[src/rtl/cascade_lake_ctrl.sv]
// ---------------------------------------------------------------------------
// cascade_lake_ctrl
//
// Stream scheduler for the two-stage cascaded 3x3 stencil pipeline
// (input register -> buf1 -> conv -> buf2 -> output). Accepts one pixel per
// cycle through a valid/ready handshake, drives the shared clock enable of
// both line buffers, and tags which datapath results are real. After the
// last pixel it drains the pipeline and pulses done.
//
// Ports:
//   clk         in   sole clock, rising edge
//   reset       in   asynchronous, active-low reset
//   start       in   one-cycle frame request, honoured only when idle
//   in_valid    in   an input pixel is present
//   in_ready    out  controller accepts the pixel this cycle
//   ub_clk_en   out  clock enable for buf1, buf2 and the input register
//   conv_valid  out  stage-1 (conv) result is valid this cycle
//   out_valid   out  final output pixel is valid this cycle
//   out_last    out  qualifies the last out_valid of the frame
//   busy        out  frame in progress (RUN or DRAIN)
//   done        out  one-cycle pulse at the end of the frame
// ---------------------------------------------------------------------------
module cascade_lake_ctrl #(
  parameter int IMG_W    = 64,
  parameter int IMG_H    = 64,
  parameter int PIPE_LAT = 1
) (
  input  logic clk,
  input  logic reset,
  input  logic start,
  input  logic in_valid,
  output logic in_ready,
  output logic ub_clk_en,
  output logic conv_valid,
  output logic out_valid,
  output logic out_last,
  output logic busy,
  output logic done
);

  typedef enum logic [1:0] {
    IDLE  = 2'd0,
    RUN   = 2'd1,
    DRAIN = 2'd2,
    DONE  = 2'd3
  } state_t;

  localparam logic [15:0] X_MAX     = 16'(IMG_W - 1);
  localparam logic [15:0] Y_MAX     = 16'(IMG_H - 1);
  localparam logic [3:0]  DRAIN_MAX = 4'(PIPE_LAT - 1);

  state_t      state_q, state_d;
  logic [15:0] x_q, x_d;
  logic [15:0] y_q, y_d;
  logic [3:0]  drain_cnt_q, drain_cnt_d;

  // Flag pipe entry: bit 0 = conv tag, bit 1 = output tag, bit 2 = last tag.
  // Entry 0 is the newest, entry PIPE_LAT-1 is the tail seen by the outputs.
  logic [2:0]  pipe_q [PIPE_LAT];
  logic [2:0]  pipe_d [PIPE_LAT];

  logic        accept;
  logic        last_px;
  logic [2:0]  new_flags;
  logic [2:0]  tail;

  assign in_ready  = (state_q == RUN);
  assign accept    = in_valid & in_ready;
  assign ub_clk_en = accept | (state_q == DRAIN);
  assign busy      = (state_q == RUN) | (state_q == DRAIN);
  assign done      = (state_q == DONE);

  assign last_px   = (x_q == X_MAX) && (y_q == Y_MAX);

  // Drain bubbles (enable high without an accept) push all-zero flags.
  assign new_flags = accept ? {last_px,
                               (x_q >= 16'd4) && (y_q >= 16'd4),
                               (x_q >= 16'd2) && (y_q >= 16'd2)}
                            : 3'b000;

  assign tail       = pipe_q[PIPE_LAT-1];
  assign conv_valid = ub_clk_en & tail[0];
  assign out_valid  = ub_clk_en & tail[1];
  // A last tag is only meaningful on a real output pixel.
  assign out_last   = ub_clk_en & tail[2] & tail[1];

  always_comb begin
    state_d     = state_q;
    x_d         = x_q;
    y_d         = y_q;
    drain_cnt_d = drain_cnt_q;
    pipe_d      = pipe_q;

    // The flag pipe moves in lockstep with the line buffers.
    if (ub_clk_en) begin
      pipe_d[0] = new_flags;
      for (int i = 1; i < PIPE_LAT; i++) begin
        pipe_d[i] = pipe_q[i-1];
      end
    end

    if (accept) begin
      if (x_q == X_MAX) begin
        x_d = 16'd0;
        y_d = y_q + 16'd1;
      end else begin
        x_d = x_q + 16'd1;
      end
    end

    case (state_q)
      IDLE: begin
        if (start) begin
          state_d = RUN;
          x_d     = 16'd0;
          y_d     = 16'd0;
        end
      end
      RUN: begin
        if (accept && last_px) begin
          state_d     = DRAIN;
          drain_cnt_d = 4'd0;
        end
      end
      DRAIN: begin
        if (drain_cnt_q == DRAIN_MAX) begin
          state_d = DONE;
        end else begin
          drain_cnt_d = drain_cnt_q + 4'd1;
        end
      end
      DONE: begin
        state_d = IDLE;
      end
      default: begin
        state_d = IDLE;
      end
    endcase
  end

  always_ff @(posedge clk or negedge reset) begin
    if (!reset) begin
      state_q     <= IDLE;
      x_q         <= 16'd0;
      y_q         <= 16'd0;
      drain_cnt_q <= 4'd0;
      for (int i = 0; i < PIPE_LAT; i++) begin
        pipe_q[i] <= 3'b000;
      end
    end else begin
      state_q     <= state_d;
      x_q         <= x_d;
      y_q         <= y_d;
      drain_cnt_q <= drain_cnt_d;
      for (int i = 0; i < PIPE_LAT; i++) begin
        pipe_q[i] <= pipe_d[i];
      end
    end
  end

endmodule

[config.mk]
export PLATFORM = sky130hd
export DESIGN_NAME = cascade_lake_ctrl
export DESIGN_NICKNAME = d
export VERILOG_FILES = /design/src/rtl/cascade_lake_ctrl.sv
export SDC_FILE = /design/constraint.sdc
export NUM_CORES = 1
export LEC_CHECK = 0
export BUFFER_PORTS_ARGS = -buffer_cell sky130_fd_sc_hd__buf_2
export CAP_MARGIN = 10
export CORE_MARGIN = 2
export CORE_UTILIZATION = 30
export CTS_BUF_LIST = sky130_fd_sc_hd__clkbuf_8
export CTS_CLUSTER_SIZE = 40
export DETAILED_ROUTE_END_ITERATION = 8
export SYNTH_ARGS = -nofsm -noshare
export SYNTH_HDL_FRONTEND = slang
export SYNTH_SLANG_ARGS = --single-unit
export TNS_END_PERCENT = 10
[constraint.sdc]
create_clock -name clk -period 2.6 [get_ports clk]
set_clock_uncertainty 0.1 [all_clocks]
set_input_delay 0.39 -clock clk [delete_from_list [all_inputs] [get_ports clk]]
set_output_delay 0.39 -clock clk [all_outputs]
set_load 0.005 [all_outputs]
---- Yosys cells after proc, flatten, opt, wreduce, memory -nomap -nowiden ----
Index checks and enable logic that the tools add are counted.
operators by class
  $add $sub $neg .......................... 3
  magnitude comparators ................... 4
  eq/ne operators ......................... 9
  multiplexer cells ....................... 16
  bitwise gates (word level) .............. 7
  reductions and logical operators ........ 9
operators by type and width
  operator                                                                 number
  16-bit 2-to-1 mux                                                        8
  16-bit by 1-bit adder with 16-bit output, second input constant          2
  16-bit by 6-bit equality test with 1-bit output, second input constant   2
  16-bit by 2-bit >= comparator with 1-bit output, second input constant   2
  16-bit by 3-bit >= comparator with 1-bit output, second input constant   2
  4-bit 2-to-1 mux                                                         2
  2-bit one-hot mux with 4 select lines                                    1
  4-bit one-hot mux with 2 select lines                                    1
  2-bit 2-to-1 mux                                                         3
  3-bit AND reduction                                                      2
  1-bit AND                                                                5
  4-bit by 1-bit adder with 4-bit output, second input constant            1
  2-bit equality test, second input constant                               2
  1-bit logical AND                                                        4
  4-bit zero test                                                          1
  2-bit by 1-bit inequality test with 1-bit output, second input constant  2
  2-bit inequality test, second input constant                             2
  3-bit 2-to-1 mux                                                         1
  2-bit by 1-bit equality test with 1-bit output, second input constant    1
  2-bit zero test                                                          1
  1-bit OR                                                                 2
  2-bit nonzero test                                                       1
word-level totals
  register bits ........................... 41
  input port bits ......................... 4

---- Depth between registers and ports, before layout ----
  depth in word-level cells ............... 5
  depth in mapped cells ................... 8
  mapped depth without buffers ............ 7

---- Least setup slack after synthesis ----
Ideal clock, no wire load.
  path type ............................... register -> register
  start point ............................. reg state_q[1]
  end point ............................... reg y_q[14]
  library setup time ...................... 0.078 ns
  arrival time ............................ 2.192 ns
  required time ........................... 2.422 ns
  path slack .............................. 0.230 ns
  stages on the path, launching flop included .. 9
  buffers on the path ..................... 1
  cell sequence ........................... dfrtp_1 inv_1 ha_1 nand4_2 or2_1 buf_2 or3_1 or4_1 a21oi_1
between the ends
  word-level cells in the longest chain between the ends .. 5
  elaborated cells between the ends (all ways) .. 6
  classes of those cells .................. 1 x eq/ne; 3 x mux; 1 x bitwise; 1 x reduce/logical
RTL lines
  item                                              RTL line  source
  from (decl)                                       52        state_t state_q, state_d;
  from (signal assigned)                            151       state_q <= state_d;
  2-bit by 1-bit equality test with 1-bit output *  67        assign in_ready = (state_q == RUN);
  net in_ready                                      32        output logic in_ready,
  1-bit AND *                                       68        assign accept = in_valid & in_ready;
  16-bit 2-to-1 mux *                               102       if (accept) begin
  16-bit 2-to-1 mux                                 113       if (start) begin
  16-bit 2-to-1 mux *                               111       case (state_q)
  net y_d[14]                                       54        logic [15:0] y_q, y_d;
  to (signal assigned)                              153       y_q <= y_d;
  to (decl)                                         54
Mark *: on every way through the listed nets, which the timed path passes. The rest lies on a longest branch.
A chain may end at the register's enable or synchronous reset.

---- Worst setup path after layout ----
  start point ............................. reg state_q[1]
  end point ............................... out out_last
between the ends
  word-level cells in the longest chain between the ends .. 5
  elaborated cells between the ends (all ways) .. 6
  classes of those cells .................. 2 x eq/ne; 4 x bitwise
RTL lines
  item                                            RTL line  source
  2-bit by 1-bit equality test with 1-bit output  67
  1-bit AND                                       68
  1-bit OR *                                      69        assign ub_clk_en = accept | (state_q == DRAIN);
  1-bit AND * (2 in series)                       85        assign out_last = ub_clk_en & tail[2] & tail[1];
  to (decl)                                       36        output logic out_last,
Mark *: on every way between the ends. The rest lies on a longest branch, timed or not.

==> metrics.yaml <==
route.vias.total: 1820
clkPwrFrac_pct: 26.6
nets: 286
pwr-share-seq_pct: 45.9
final_antenna_net_count: 0
met3_length_um: 120
die_h_um: 92.6
crit_start: "state_q[1]"
seq_area_frac_synth_pct: 43.5
fp-row-count: 32
peakVddDrop_uv: 389
reg2regPathDepth: 5
die_x_um: 92.6
finalSetupViolations: 0
crit_path_end_kind: "output port"
cp_max_fo: 6
total_power_w: 0.00157
gp_congestion: 0.830
synthDistinctLibCells: 41
viasPerCell: 4.88
antenna_found_initial: 0
total_leakage_power_nw: 1.21
setup_tns_ns: 0
layout_common_cells: "dfrtp_1 (41), nor2_1 (40), nand2_1 (27)"
status: "finished clean"
antenna_cells: 0
initial_utilization_pct: 30.6
first_pass_iters: 4
cts_tree: "done"
wl_met1_um: 2290
synthesis.area_um2: 2360
numCtsBuffers: 5
layout_commonest_cell: "dfrtp_1"
p_comb_share_pct: 27.5
critPathKind: "reg2out"
port_buffers: 10
setup_ws_ns: 0.177
worst_pin_slew_ns: 0.926
drcViolationCount: 0
insertion_delay_ns: 0.29
switching_share_pct: 32.6
synthCells: 255
cp.arrival_ns: 1.93
whs_ns: 0.125
wl_per_cell_um: 12.9
power.density_nw_per_um2: 595
cap_violations: 0
coreArea_um2: 7690
grt_pass1_vias: 1814
route.met2.wl_um: 2310
ys_warn_count: 0
period_minus_slack_ns: 2.42
cts_hold_buf: 0
root_buffer: "clkbuf_8"
ys_ff_latch: 41
endpoint: "out_last"
die_area_um2: 8580
rsz0062_at_grt: "no"
routed_wirelength_um: 4800
internal_power_w: 0.00106
syn_nets: 270
pre_cts_ws_ns: 0.244
top_layer_used: "met4"
gr-total-overflow: 0
fmax_ghz: 0.413
hp-class: "in2async"
area_growth_pct: 12.2
grt_use_total_pct: 12.3
ctsResizeCount: 0
post_cts_buffers: 0
layout-drive-gt1-share_pct: 12.2
critPathLaunchType: "register"
required_ns: 2.11
r2r_slack_ns: 0.24
clock-sinks: 41
syn_avg_cell_area_um2: 9.24
grt_pass1_wl_um: 8350
pin_count: 11
period_share_pct: 93.2
hpwl_um: 3480
max-slew-margin-rel_pct: 38.3
r2r-start: "y_q[8]"
final-max-slew-violation-count: 0
htreeDepth: 2
drtIter0Drc: 90
grt_start_max_net_pins: 42
cts_buffer_depth: 2
cts.clk_slew.worst_paths_ns: 0.07
r2r-end: "state_q[0]"
hold_viol_final: 0
p_sw_w: 0.000513
## per-layer routing
layer / track usage (%) / vias to the layer above
met5: 0 / -
met4: 4.90 / 0
met3: 2.44 / 6
met2: 20.9 / 24
met1: 15.3 / 889
li1: - / 901
## cells in the mapped netlist
| cell | count | share of area (%) |
|---|---|---|
| nand4_1 | 10 | 2.7 |
| a211o_1 | 1 | 0.37 |
| and2_1 | 4 | 1.1 |
| a31oi_2 | 1 | 0.53 |
| mux2_1 | 1 | 0.48 |
| xor2_1 | 15 | 5.6 |
| nand3_1 | 14 | 3.0 |
| o22ai_1 | 1 | 0.27 |
| nand2b_1 | 2 | 0.53 |
| or2_2 | 1 | 0.27 |
| xnor2_1 | 12 | 4.5 |
| nor2b_1 | 1 | 0.27 |
| or3_1 | 2 | 0.53 |
| o31ai_1 | 2 | 0.64 |
| a21oi_1 | 5 | 1.1 |
| buf_1 | 2 | 0.32 |
| nand3b_1 | 1 | 0.32 |
| nor3_1 | 2 | 0.42 |
| nor4_1 | 7 | 1.9 |
| nand2_1 | 27 | 4.3 |
| and4_1 | 3 | 1.1 |
| or2_1 | 1 | 0.27 |
| buf_2 | 3 | 0.64 |
| clkbuf_1 | 4 | 0.64 |
| o21ai_0 | 1 | 0.21 |
| dfrtp_1 | 41 | 44 |
| mux2i_1 | 3 | 1.3 |
| nor4_4 | 2 | 1.8 |
| or4_4 | 1 | 0.48 |
| o21ai_1 | 4 | 0.85 |
| inv_1 | 14 | 2.2 |
| nor2_1 | 40 | 6.4 |
| or4_1 | 4 | 1.3 |
| and3_1 | 4 | 1.1 |
| nor3_2 | 1 | 0.42 |
| nor4b_1 | 2 | 0.74 |
| o21a_1 | 1 | 0.32 |
| a21boi_0 | 1 | 0.32 |
| nor4b_2 | 1 | 0.64 |
| ha_1 | 11 | 5.8 |
| nand4_2 | 2 | 1.1 |
## worst min path at each step
stage | end | slack (ns)
after floorplan | drain_cnt_q[0] | -0.006
after global placement | pipe_q[2] | 0.37
after detailed placement | pipe_q[2] | 0.37
after CTS | x_q[14] | 0.17
after global routing | x_q[1] | 0.22
final | x_q[8] | 0.13
## layout make-up
type | instances | area (um^2)
clock buffers | 6 | 82.6
clock inverters | 1 | 3.75
inverters | 14 | 52.6
multi-input cells | 191 | 1240
repair buffers | 18 | 110
well taps | 102 | 128
flip-flops and latches | 41 | 1030
fillers | 804 | 5040
## through the flow
| step | instance area [um^2] | instances | util [%] |
|---|---|---|---|
| 2_1_floorplan | 2360 | 255 | - |
| 3_3_place_gp | 2560 | 366 | 33.3 |
| 3_5_place_dp | 2560 | 366 | 33.3 |
| 4_1_cts | 2640 | 373 | 34.4 |
| 5_1_grt | 2640 | 373 | 34.4 |
| 6_report | 2640 | 373 | 34.4 |
## critical path, cell delays in order, from the launching register on
cell	delay [ns]
dfrtp_1	0.39
inv_1	0.09
ha_1	0.20
buf_4	0.16
and2_1	0.21
nor2_1	0.18
inv_1	0.10
and3_1	0.19
buf_2	0.12
## cell families after synthesis
family | count (synthesis) | synth area share, %
adder cells (fa/ha/maj) | 11 | 5.84
multiplexers | 4 | 1.75
AO/OA/AOI/OAI | 17 | 4.57
flip-flops | 41 | 43.5
AND/OR/NAND/NOR | 132 | 30.4
buffers and inverters | 23 | 3.82
XOR/XNOR | 27 | 10.0
## registers in the layout, indices dropped and copies added (netlist names)
register,flops
y_q,16
x_q,16
drain_cnt_q,4
pipe_q,3
state_q,2
## power by group through the flow
stage,Clock [W],Sequential (W),Combinational [W]
floorplan,0,0.000724,0.000289
global placement,0,0.000733,0.000428
detailed placement,0,0.000733,0.000446
CTS,0.000435,0.000721,0.000448
global route,0.000460,0.000728,0.000488
finish,0.000418,0.000722,0.000433
Power figures use the tool's default switching activity.
